<file path="config.mk">
export PLATFORM = sky130hd
export DESIGN_NAME = register_scoreboard
export DESIGN_NICKNAME = d
export VERILOG_FILES = /design/src/rtl/register_scoreboard.sv
export SDC_FILE = /design/constraint.sdc
export NUM_CORES = 1
export LEC_CHECK = 0
export CORE_MARGIN = 3
export CORE_UTILIZATION = 60
export CTS_BUF_LIST = sky130_fd_sc_hd__clkbuf_4
export CTS_CLUSTER_DIAMETER = 30
export DETAILED_ROUTE_END_ITERATION = 7
export PLACE_DENSITY_LB_ADDON = 0.12
export SLEW_MARGIN = 20
export SYNTH_ARGS = -nofsm -noshare
export SYNTH_HDL_FRONTEND = slang
export SYNTH_SLANG_ARGS = --single-unit
</file>
<file path="constraint.sdc">
create_clock -name clk -period 20.6 [get_ports clk]
set_input_delay 4.12 -clock clk [delete_from_list [all_inputs] [get_ports clk]]
set_output_delay 4.12 -clock clk [all_outputs]
set_load 0.02 [all_outputs]
</file>
<file path="src/rtl/register_scoreboard.sv">
// register_scoreboard: general-purpose register file with a per-register
// reservation scoreboard. Combinational read ports, optional
// writeback-to-read bypass and optional hardwired-zero register 0.
module register_scoreboard #(
    parameter int LEN_REG    = 32,
    parameter int LEN_REGNO  = 4,
    parameter int NUM_RPORTS = 2,
    parameter int BYPASS     = 1,
    parameter int ZERO_REG   = 0
) (
    input  logic                            clk,
    input  logic                            rst,
    input  logic [NUM_RPORTS*LEN_REGNO-1:0] rd_regno_i,
    output logic [NUM_RPORTS*LEN_REG-1:0]   rd_data_o,
    output logic [NUM_RPORTS-1:0]           rd_busy_o,
    input  logic                            rsv_i,
    input  logic [LEN_REGNO-1:0]            rsv_regno_i,
    output logic                            rsv_ok_o,
    input  logic                            wb_i,
    input  logic [LEN_REGNO-1:0]            wb_regno_i,
    input  logic [LEN_REG-1:0]              wb_data_i,
    output logic [2**LEN_REGNO-1:0]         busy_vec_o,
    output logic                            err_o
);

    localparam int unsigned NUM_REGS = 2**LEN_REGNO;
    localparam bit          ZR       = (ZERO_REG != 0);
    localparam bit          BP       = (BYPASS != 0);

    logic [LEN_REG-1:0]  mem_q [NUM_REGS];
    logic [NUM_REGS-1:0] rsv_q;
    logic [NUM_REGS-1:0] rsv_d;
    logic                err_q;
    logic                err_d;

    logic wb_zero;
    logic rsv_zero;
    logic rsv_acc;
    logic wr_en;
    logic wb_err;

    assign wb_zero  = ZR && (wb_regno_i == '0);
    assign rsv_zero = ZR && (rsv_regno_i == '0);
    assign wr_en    = wb_i && !wb_zero;
    assign wb_err   = wb_i && !wb_zero && !rsv_q[wb_regno_i];

    // Reservation is grantable when the register is free, is being released
    // by this cycle's writeback, or is the hardwired zero register.
    assign rsv_ok_o = !rsv_q[rsv_regno_i]
                      || (wb_i && (wb_regno_i == rsv_regno_i))
                      || rsv_zero;
    assign rsv_acc  = rsv_i && rsv_ok_o;

    // Read ports: zero register first, then bypass, then array/scoreboard.
    for (genvar p = 0; p < NUM_RPORTS; p++) begin : g_rd
        logic [LEN_REGNO-1:0] r;
        logic                 zero_hit;
        logic                 byp_hit;

        assign r        = rd_regno_i[p*LEN_REGNO +: LEN_REGNO];
        assign zero_hit = ZR && (r == '0);
        assign byp_hit  = BP && wb_i && (wb_regno_i == r);

        assign rd_data_o[p*LEN_REG +: LEN_REG] = zero_hit ? '0 :
                                                 byp_hit  ? wb_data_i : mem_q[r];
        assign rd_busy_o[p] = !zero_hit && !byp_hit && rsv_q[r];
    end

    // Next scoreboard state: writeback clears, an accepted reservation sets
    // afterwards so it wins on the same register; register 0 stays free when hardwired.
    always_comb begin
        rsv_d = rsv_q;
        if (wb_i) begin
            rsv_d[wb_regno_i] = 1'b0;
        end
        if (rsv_acc) begin
            rsv_d[rsv_regno_i] = 1'b1;
        end
        if (ZR) begin
            rsv_d[0] = 1'b0;
        end
        err_d = err_q || wb_err;
    end

    // Scoreboard and sticky error registers.
    always_ff @(posedge clk or posedge rst) begin
        if (rst) begin
            rsv_q <= '0;
            err_q <= 1'b0;
        end else begin
            rsv_q <= rsv_d;
            err_q <= err_d;
        end
    end

    // Register array write port.
    always_ff @(posedge clk or posedge rst) begin
        if (rst) begin
            for (int unsigned i = 0; i < NUM_REGS; i++) begin
                mem_q[i] <= '0;
            end
        end else if (wr_en) begin
            mem_q[wb_regno_i] <= wb_data_i;
        end
    end

    assign busy_vec_o = rsv_q;
    assign err_o      = err_q;

endmodule

</file>
### Yosys cells after proc, flatten, opt, wreduce, memory -nomap -nowiden

Index checks and enable logic that the tools add are counted.

| cells by class | value |
|---|---|
| bitwise logic cells | 6 |
| eq/ne operators | 3 |
| reductions and logical operators | 16 |
| $lt $le $gt $ge | 10 |
| multiplexer cells | 25 |

Operator list:

| operator | count |
|---|---|
| 512-bit bitwise mux | 1 |
| 32-bit binary-select mux with 4-bit select | 2 |
| 32-bit two-way mux | 7 |
| 32-bit demux with 4-bit select | 1 |
| 16-bit two-way mux | 2 |
| 4-bit by 5-bit less-than comparator with 1-bit output (second input constant) | 4 |
| 16-bit AND | 1 |
| 1-bit binary-select mux with 4-bit select | 4 |
| 16-bit NOT | 1 |
| 16-bit OR | 1 |
| 5-bit greater-or-equal comparator (second input constant) | 3 |
| 4-bit NOT with 5-bit output | 3 |
| 4-bit == test | 3 |
| 1-bit logical AND | 10 |
| 1-bit demux with 4-bit select | 2 |
| 4-bit by 1-bit greater-or-equal comparator with 1-bit output (second input constant) | 2 |
| 1-bit two-way mux | 6 |
| 5-bit by 1-bit less-than comparator with 1-bit output (second input constant) | 1 |
| 1-bit zero test | 4 |
| 1-bit logical OR | 2 |

| storage, ports and cells | value |
|---|---|
| input port bits | 52 |
| output and inout port bits | 84 |
| register bits after elaboration | 529 |

### Depth between registers and ports, before layout

Gate-level depths: netlist of run 1.

| depth | value |
|---|---|
| word-level depth | 9 |
| depth in mapped cells | 8 |
| gate-level depth less buffers | 4 |

### Worst setup path after synthesis of run 1

OpenSTA, ideal clock, no wires.

| timing | value |
|---|---|
| path kind | input to output |
| start point | input port rd_regno_i[1] |
| end point | output port rd_data_o[10] |
| buffers on the path | 3 |
| path slack | 10.754 ns |
| required time | 16.480 ns |
| arrival time | 5.726 ns |
| stages | 7 |
| cells stage by stage | buf_4 -> buf_2 -> clkbuf_1 -> mux4_2 -> a22oi_1 -> nand2_1 -> mux2_2 |

| between the ends | value |
|---|---|
| longest elaborated chain between the ends | 5 |
| elaborated cells between the ends (all ways) | 7 |
| classes of those cells | eq/ne: 1; mux: 4; bitwise: 1; reduce/logical: 1 |

Ends and longest elaborated chain:

| what | RTL line | text |
|---|---|---|
| start: declaration | 13 | `input logic [NUM_RPORTS*LEN_REGNO-1:0] rd_regno_i,` |
| 4-bit NOT with 5-bit output (implied by the code) | 65 | `byp_hit ? wb_data_i : mem_q[r];` |
| 32-bit binary-select mux with 4-bit select | 65 |  |
| 32-bit two-way mux (implied by the code) (2 in a row) | 65 |  |
| 32-bit two-way mux * | 65 |  |
| end: declaration | 14 | `output logic [NUM_RPORTS*LEN_REG-1:0] rd_data_o,` |

Mark *: on every way between the ends. The rest lies on a longest branch, timed or not. The select of a mux whose other input is x is not followed.

### Worst setup path in the final report of run 1

| timing | value |
|---|---|
| start point | input port rd_regno_i[1] |
| end point | output port rd_data_o[21] |

The elaborated chain is that of the path after synthesis.

==> metrics.csv, run 1 <==
stage,metric,value,unit
floorplanning,die area,50600,um2
clock_tree,post-cts sizing count,0,
sta,setup violators final,0,
setup_path,Critical Path Most Common Cell,buf_4,
placed_design,Area after DPL,30300,um2
run,max-cap violations,0,
setup_path,crit path max fanout,77,
global_route,vias in the first global route,19665,
cells_and_area,Layout Utilization,68.5,%
routing,Avg WL per Cell,28.1,um
clock_tree,"Setup Fix Bufs, Post-CTS",0,
pwr,Worst VDD drop,0.0604,mV
yosys,Ys Warns,0,
pwr,Flop pwr share,45.3,%
yosys,syn_area_per_cell,15.5,um2
clock_tree,# H-tree levels,4,
setup_path,crit path buf inv count,4,
routing,vias,18512,
placed_design,DP Cell Count,2449,
clock_tree,Num CTS Buffers,150,
cells_and_area,Final Non-Filler Cells,2707,
setup_path,"Arr. time, crit path",7.52,ns
yosys,number of synthesized register bits,529,
placed_design,Port-buffer cells,135,
cells_and_area,nets@finish,2046,
floorplanning,row count,79,
sta,slew at the pin with the worst max-slew slack,1.22,ns
clock_tree,hold buffer count at CTS,0,
clock_tree,clk slew on worst S/H paths,0.05,ns
global_route,GRT overflow,0,
cells_and_area,"Design Area, Final",32200,um2
sta,fin. max-slew vios,0,
setup_path,WP data required,16.48,ns
yosys,post-synthesis net count,1910,
clock_tree,worst-skew pair later-pin latency,0.99,ns
floorplanning,die width,225,um
global_route,total global-route track usage,31.2,%
clock_tree,Clock Tree Buf Depth,3,
cells_and_area,share of layout cells above drive strength 1,30.7,%
setup_path,Worst path max stage delay,0.82,ns
sta,Max transition margin,18.6,%
hold_path,hold crit path type,reg2reg,
setup_path,critical path capture point type,primary output,
sta,Hold Slack,0.486,ns
pwr,switching share of power,29.9,%
setup_path,CP Cell Sequence,buf_6 -> buf_4 -> xnor2_1 -> nand2_1 -> nor4_4 -> buf_4 -> mux2_2 -> clkdlybuf4s50_1,
setup_path,critical path type,in2out,
routing,first-pass detailed-route iteration total,5,
floorplanning,Core ar.,47000,um2
yosys,synthesized area,28800,um2
sta,Final Cycle Share,56.5,%
sta,setup ws final,8.96,ns
clock_tree,CTS tree,yes,
sta,RSZ-0062 raised after global routing,no,
sta,clk_skew,0.0358,ns
placed_design,DP Worst Slack,8.92,ns
yosys,register area share after synthesis,46.0,%
yosys,Netlist cell types,32,
setup_path,startpoint types,primary input,
pwr,Clk pwr share,28.7,%
routing,Iteration-0 DRC Markers,1678,
pwr,Pwr Total,3.23,mW
pwr,P_int,2.27,mW
cells_and_area,Layout area overhead,11.8,%
placed_design,RD Place Congestion,0.848,
sta,f_max,0.0859,GHz
floorplanning,Die Height,225,um
global_route,largest net degree at the start of global routing,170,
global_route,initial antenna violation count,3,
setup_path,crit path max-delay cell type,buf_4,
pwr,Lkg Pwr,13.5,nW
outcome,status,finished clean,
pwr,Comb pwr share,26.0,%
placed_design,Detailed Place HPWL,42000,um
pwr,P_sw,0.967,mW
routing,vias per inst,6.84,
yosys,Gate Count Post-Synth,1858,
routing,Remaining DRCs,0,
routing,post-route antenna net violation count,0,
sta,Tmin final,11.64,ns
floorplanning,I/O pin count,136,
clock_tree,clock sink count,529,
sta,Final Hold Violating Endpoints,0,
floorplanning,Starting Density,61.3,%
setup_path,cell family with most CP delay,buffers and inverters,
pwr,pwr dens,101,nW/um2
routing,drt total wl,76200,um
clock_tree,root buffer selected by CTS,clkbuf_4,
global_route,first-pass GRT wire length,118000,um
sta,Setup Total Neg Slack,0,ns
==> path summary, 6_finish.rpt <==
| path | start | slack [ns] | cells after the start | endpoint |
|---|---|---|---|---|
| setup / recovery | rd_regno_i[1] | 8.96 | 8 | rd_data_o[21] |
| hold / removal | err_o | 0.49 | 2 | err_o |
| setup reg to reg | busy_vec_o[3] | 18.97 | 3 | busy_vec_o[1] |
| hold reg to reg | err_o | 0.49 | 2 | err_o |
| max in group asynchronous | rst | 14.68 | 4 | mem_q[226] |
| min in group asynchronous | rst | 3.69 | 2 | mem_q[45] |
==> power by group through the flow <==
stage	registers (mW)	clock network [mW]	logic, mW
2_1_floorplan	1.43	0	0.616
3_3_place_gp	1.45	0	0.821
3_5_place_dp	1.48	0	0.843
4_1_cts	1.46	0.951	0.846
5_1_grt	1.50	1.01	0.901
6_report	1.47	0.926	0.841
==> cell usage in the layout, fill, tap and decap left out, drive strengths merged <==
cell type        n
mux4           277
a22oi          124
o21ai            9
mux2i            2
nand2           77
clkbuf         214
a31oi            1
clkdlybuf4s50  131
mux2           576
diode            6
nand2b           6
o31ai           11
or3b             1
xnor2            6
o32ai            1
xor2             6
clkinvlp         1
a21boi           4
buf             38
nor2            12
nor3b            1
and4             1
and2             2
o41ai            4
clkinv          31
nor2b            7
inv             10
nor4             2
bufinv           1
nand3b           5
dfrtp          529
nand3            4
==> worst reg2reg max path, delay by kind of cell (launching register included) <==
kind	cells	cell delay [ns]
compound gates	2	0.52
mux	1	0.51
flops	1	0.46
==> layer usage <==
layer | track usage, % | wire length, um | vias up
li1 | - | - | 7653
met4 | 12.9 | 2100 | 2
met5 | 0 | 13 | -
met2 | 50.2 | 37300 | 813
met3 | 6.06 | 5750 | 182
met1 | 42.6 | 31000 | 9862
==> Yosys cell counts <==
| cell type | count | area [um2] |
|---|---|---|
| o21ai_0 | 9 | 45.0 |
| o31ai_1 | 11 | 82.6 |
| a22oi_1 | 124 | 931 |
| buf_1 | 3 | 11.3 |
| mux2i_1 | 2 | 20.0 |
| nor2_1 | 12 | 45.0 |
| a31oi_1 | 1 | 6.26 |
| nand2_1 | 77 | 289 |
| mux2_2 | 64 | 721 |
| nor3b_2 | 1 | 12.5 |
| o32ai_1 | 1 | 8.76 |
| buf_6 | 22 | 248 |
| or3b_2 | 1 | 8.76 |
| inv_1 | 2 | 7.51 |
| buf_4 | 2 | 15.0 |
| xnor2_1 | 6 | 52.6 |
| clkbuf_1 | 82 | 308 |
| and4_1 | 1 | 8.76 |
| a21boi_1 | 4 | 30.0 |
| inv_2 | 1 | 3.75 |
| nand3b_1 | 5 | 37.5 |
| xor2_1 | 6 | 52.6 |
| mux2_1 | 512 | 5770 |
| nand2b_1 | 6 | 37.5 |
| mux4_2 | 277 | 6240 |
| nor2b_1 | 7 | 43.8 |
| buf_2 | 78 | 390 |
| and2_0 | 2 | 12.5 |
| o41ai_1 | 4 | 35.0 |
| nor4_4 | 2 | 42.5 |
| dfrtp_1 | 529 | 13200 |
| nand3_1 | 4 | 20.0 |
==> sequential cells by signal, summed over array words and instances, names as in the netlist <==
name and count:
busy_vec_o 16, mem_q 512, err_o 1
==> kinds of logic after synthesis <==
family	synth area share, %
AND/OR/NAND/NOR	1.94
buffers and inverters	3.42
flip-flops	46.0
multiplexers	44.3
XOR/XNOR	0.365
AO/OA/AOI/OAI	3.96
==> layout make-up <==
cell class                      instances  area, um2
Antenna cell                            6       15.0
Tap cell                              607        759
Clock buffer                          212       1590
Timing Repair Buffer                  171       1650
Clock inverter                         40        194
Fill cell                            3271      14800
Sequential cell                       529      13200
Inverter                                3       18.8
Multi-Input combinational cell       1139      14700
Note: power is estimated with default switching activity, not from simulation.
==> run 2: changes to the inputs <==
==> constraint.sdc (replaced) <==
create_clock -name clk -period 11.2 [get_ports clk]
set_input_delay 2.24 -clock clk [delete_from_list [all_inputs] [get_ports clk]]
set_output_delay 2.24 -clock clk [all_outputs]
set_load 0.02 [all_outputs]
==> run 2 against run 1 <==
Compared with the run above: critical path depth decreased by 2; cell count about the same; clock skew decreased by 0.021 ns; sequential power increased by 83%; clock power increased by 90%; total power increased by 86%.
==> metrics.csv, run 2 (same netlist as run 1, synthesis figures left out) <==
stage,metric,value,unit
cells_and_area,Fillers,3242,
global_route,vias in the first global route,19804,
floorplanning,die width,225,um
setup_path,crit path buf inv count,3,
run,max-cap violations,0,
setup_path,r2r setup slk,9.55,ns
placed_design,Port-buffer cells,135,
setup_path,startpoint types,primary input,
global_route,GRT overflow,0,
clock_tree,worst-skew pair later-pin latency,0.99,ns
sta,slew at the pin with the worst max-slew slack,0.993,ns
setup_path,cell family with most CP delay,buffers and inverters,
cells_and_area,nets@finish,2044,
clock_tree,# H-tree levels,4,
pwr,Lkg Pwr,13.5,nW
setup_path,"Arr. time, crit path",5.78,ns
global_route,largest net degree at the start of global routing,182,
clock_tree,CTS tree,yes,
cells_and_area,Reg with most FFs,mem_q,
clock_tree,post-cts sizing count,0,
placed_design,DP Worst Slack,3.19,ns
clock_tree,clk slew on worst S/H paths,0.06,ns
global_route,total global-route track usage,31.5,%
sta,setup violators final,0,
hold_path,hold crit path type,reg2reg,
setup_path,CP Cell Sequence,clkdlybuf4s50_1 -> xor2_1 -> nor4_4 -> buf_4 -> mux2_2 -> clkdlybuf4s50_1,
sta,RSZ-0062 raised after global routing,no,
floorplanning,die area,50600,um2
routing,drt total wl,76700,um
sta,fin. max-slew vios,0,
setup_path,Critical Path Most Common Cell,clkdlybuf4s50_1,
sta,Final Cycle Share,71.6,%
floorplanning,Core ar.,47000,um2
routing,vias per inst,6.84,
cells_and_area,"commonest non-fill, non-tap cells in the layout","529 x dfrtp_1, 512 x mux2_1, 277 x mux4_2",
sta,Max transition margin,33.8,%
placed_design,Detailed Place HPWL,41200,um
cells_and_area,max FFs per register,512,
routing,Avg WL per Cell,28.4,um
clock_tree,hold buffer count at CTS,0,
floorplanning,Starting Density,61.3,%
setup_path,crit path max fanout,26,
cells_and_area,"Design Area, Final",32300,um2
sta,Tmin final,8.02,ns
sta,Final Hold Violating Endpoints,0,
placed_design,RD Place Congestion,0.849,
clock_tree,root buffer selected by CTS,clkbuf_4,
outcome,status,finished clean,
clock_tree,clock sink count,529,
clock_tree,Num CTS Buffers,149,
cells_and_area,Layout area overhead,12.1,%
routing,vias,18515,
floorplanning,Die Height,225,um
clock_tree,"Setup Fix Bufs, Post-CTS",0,
global_route,first-pass GRT wire length,118000,um
sta,clk_skew,0.0144,ns
routing,Iteration-0 DRC Markers,1506,
routing,first-pass detailed-route iteration total,7,
global_route,initial antenna violation count,3,
routing,post-route antenna net violation count,0,
cells_and_area,"most common cell after layout, fill and taps aside",dfrtp_1,
floorplanning,I/O pin count,136,
routing,Remaining DRCs,0,
setup_path,WP data required,8.96,ns
setup_path,critical path type,in2out,
pwr,pwr dens,186,nW/um2
clock_tree,Clock Tree Buf Depth,3,
placed_design,Area after DPL,30400,um2
cells_and_area,share of layout cells above drive strength 1,30.4,%
setup_path,crit path max-delay cell type,clkdlybuf4s50_1,
sta,Setup Total Neg Slack,0,ns
setup_path,Worst path max stage delay,1.01,ns
pwr,Worst VDD drop,0.121,mV
sta,f_max,0.125,GHz
sta,setup ws final,3.18,ns
floorplanning,row count,79,
setup_path,critical path capture point type,primary output,
run 2: final timing paths:
kind	end	start	cells after the start
worst max-delay path	rd_data_o[21]	rd_regno_i[2]	6
worst min-delay path	mem_q[48]	mem_q[48]	1
worst max register to register	busy_vec_o[12]	busy_vec_o[15]	3
worst min register to register	mem_q[48]	mem_q[48]	1
max in group asynchronous	mem_q[40]	rst	4
min in group asynchronous	mem_q[370]	rst	2
run 2: layout make-up:
| cell class | count | area, um2 | share of cell area [%] |
|---|---|---|---|
| antenna | 4 | 10.0 | 0.0310 |
| clock inverter | 42 | 273 | 0.845 |
| tap | 607 | 759 | 2.35 |
| timing repair buffer | 170 | 1700 | 5.27 |
| sequential | 529 | 13200 | 41.0 |
| multi-input combinational | 1139 | 14700 | 45.5 |
| inverter | 3 | 15.0 | 0.0465 |
| clock buffer | 211 | 1580 | 4.91 |
run 2: metal layers:
layer | GRT usage, % | wire length (um) | vias to the layer above
met3 | 6.34 | 5290 | 186
met4 | 13.1 | 2580 | 4
met2 | 52.1 | 38400 | 769
met5 | 0 | 34 | -
li1 | - | - | 7647
met1 | 41.4 | 30500 | 9909
run 2: per-stage QoR:
step	total power [mW]	utilization, %	hold WS, ns	std cells
global placement	4.18	64.7	0.479	2448
finish	6.01	68.7	0.502	2705
detailed placement	4.27	64.7	0.491	2448
floorplan	3.76	-	0.470	1858
CTS	6.06	68.7	0.504	2701
global route	6.34	68.7	0.519	2704
run 2: report_power, final:
part	switching [mW]	internal (mW)	leakage, nW
clock	0.809	0.954	1.12
combinational	0.637	0.916	5.94
sequential	0.328	2.36	6.48
total	1.77	4.23	13.5
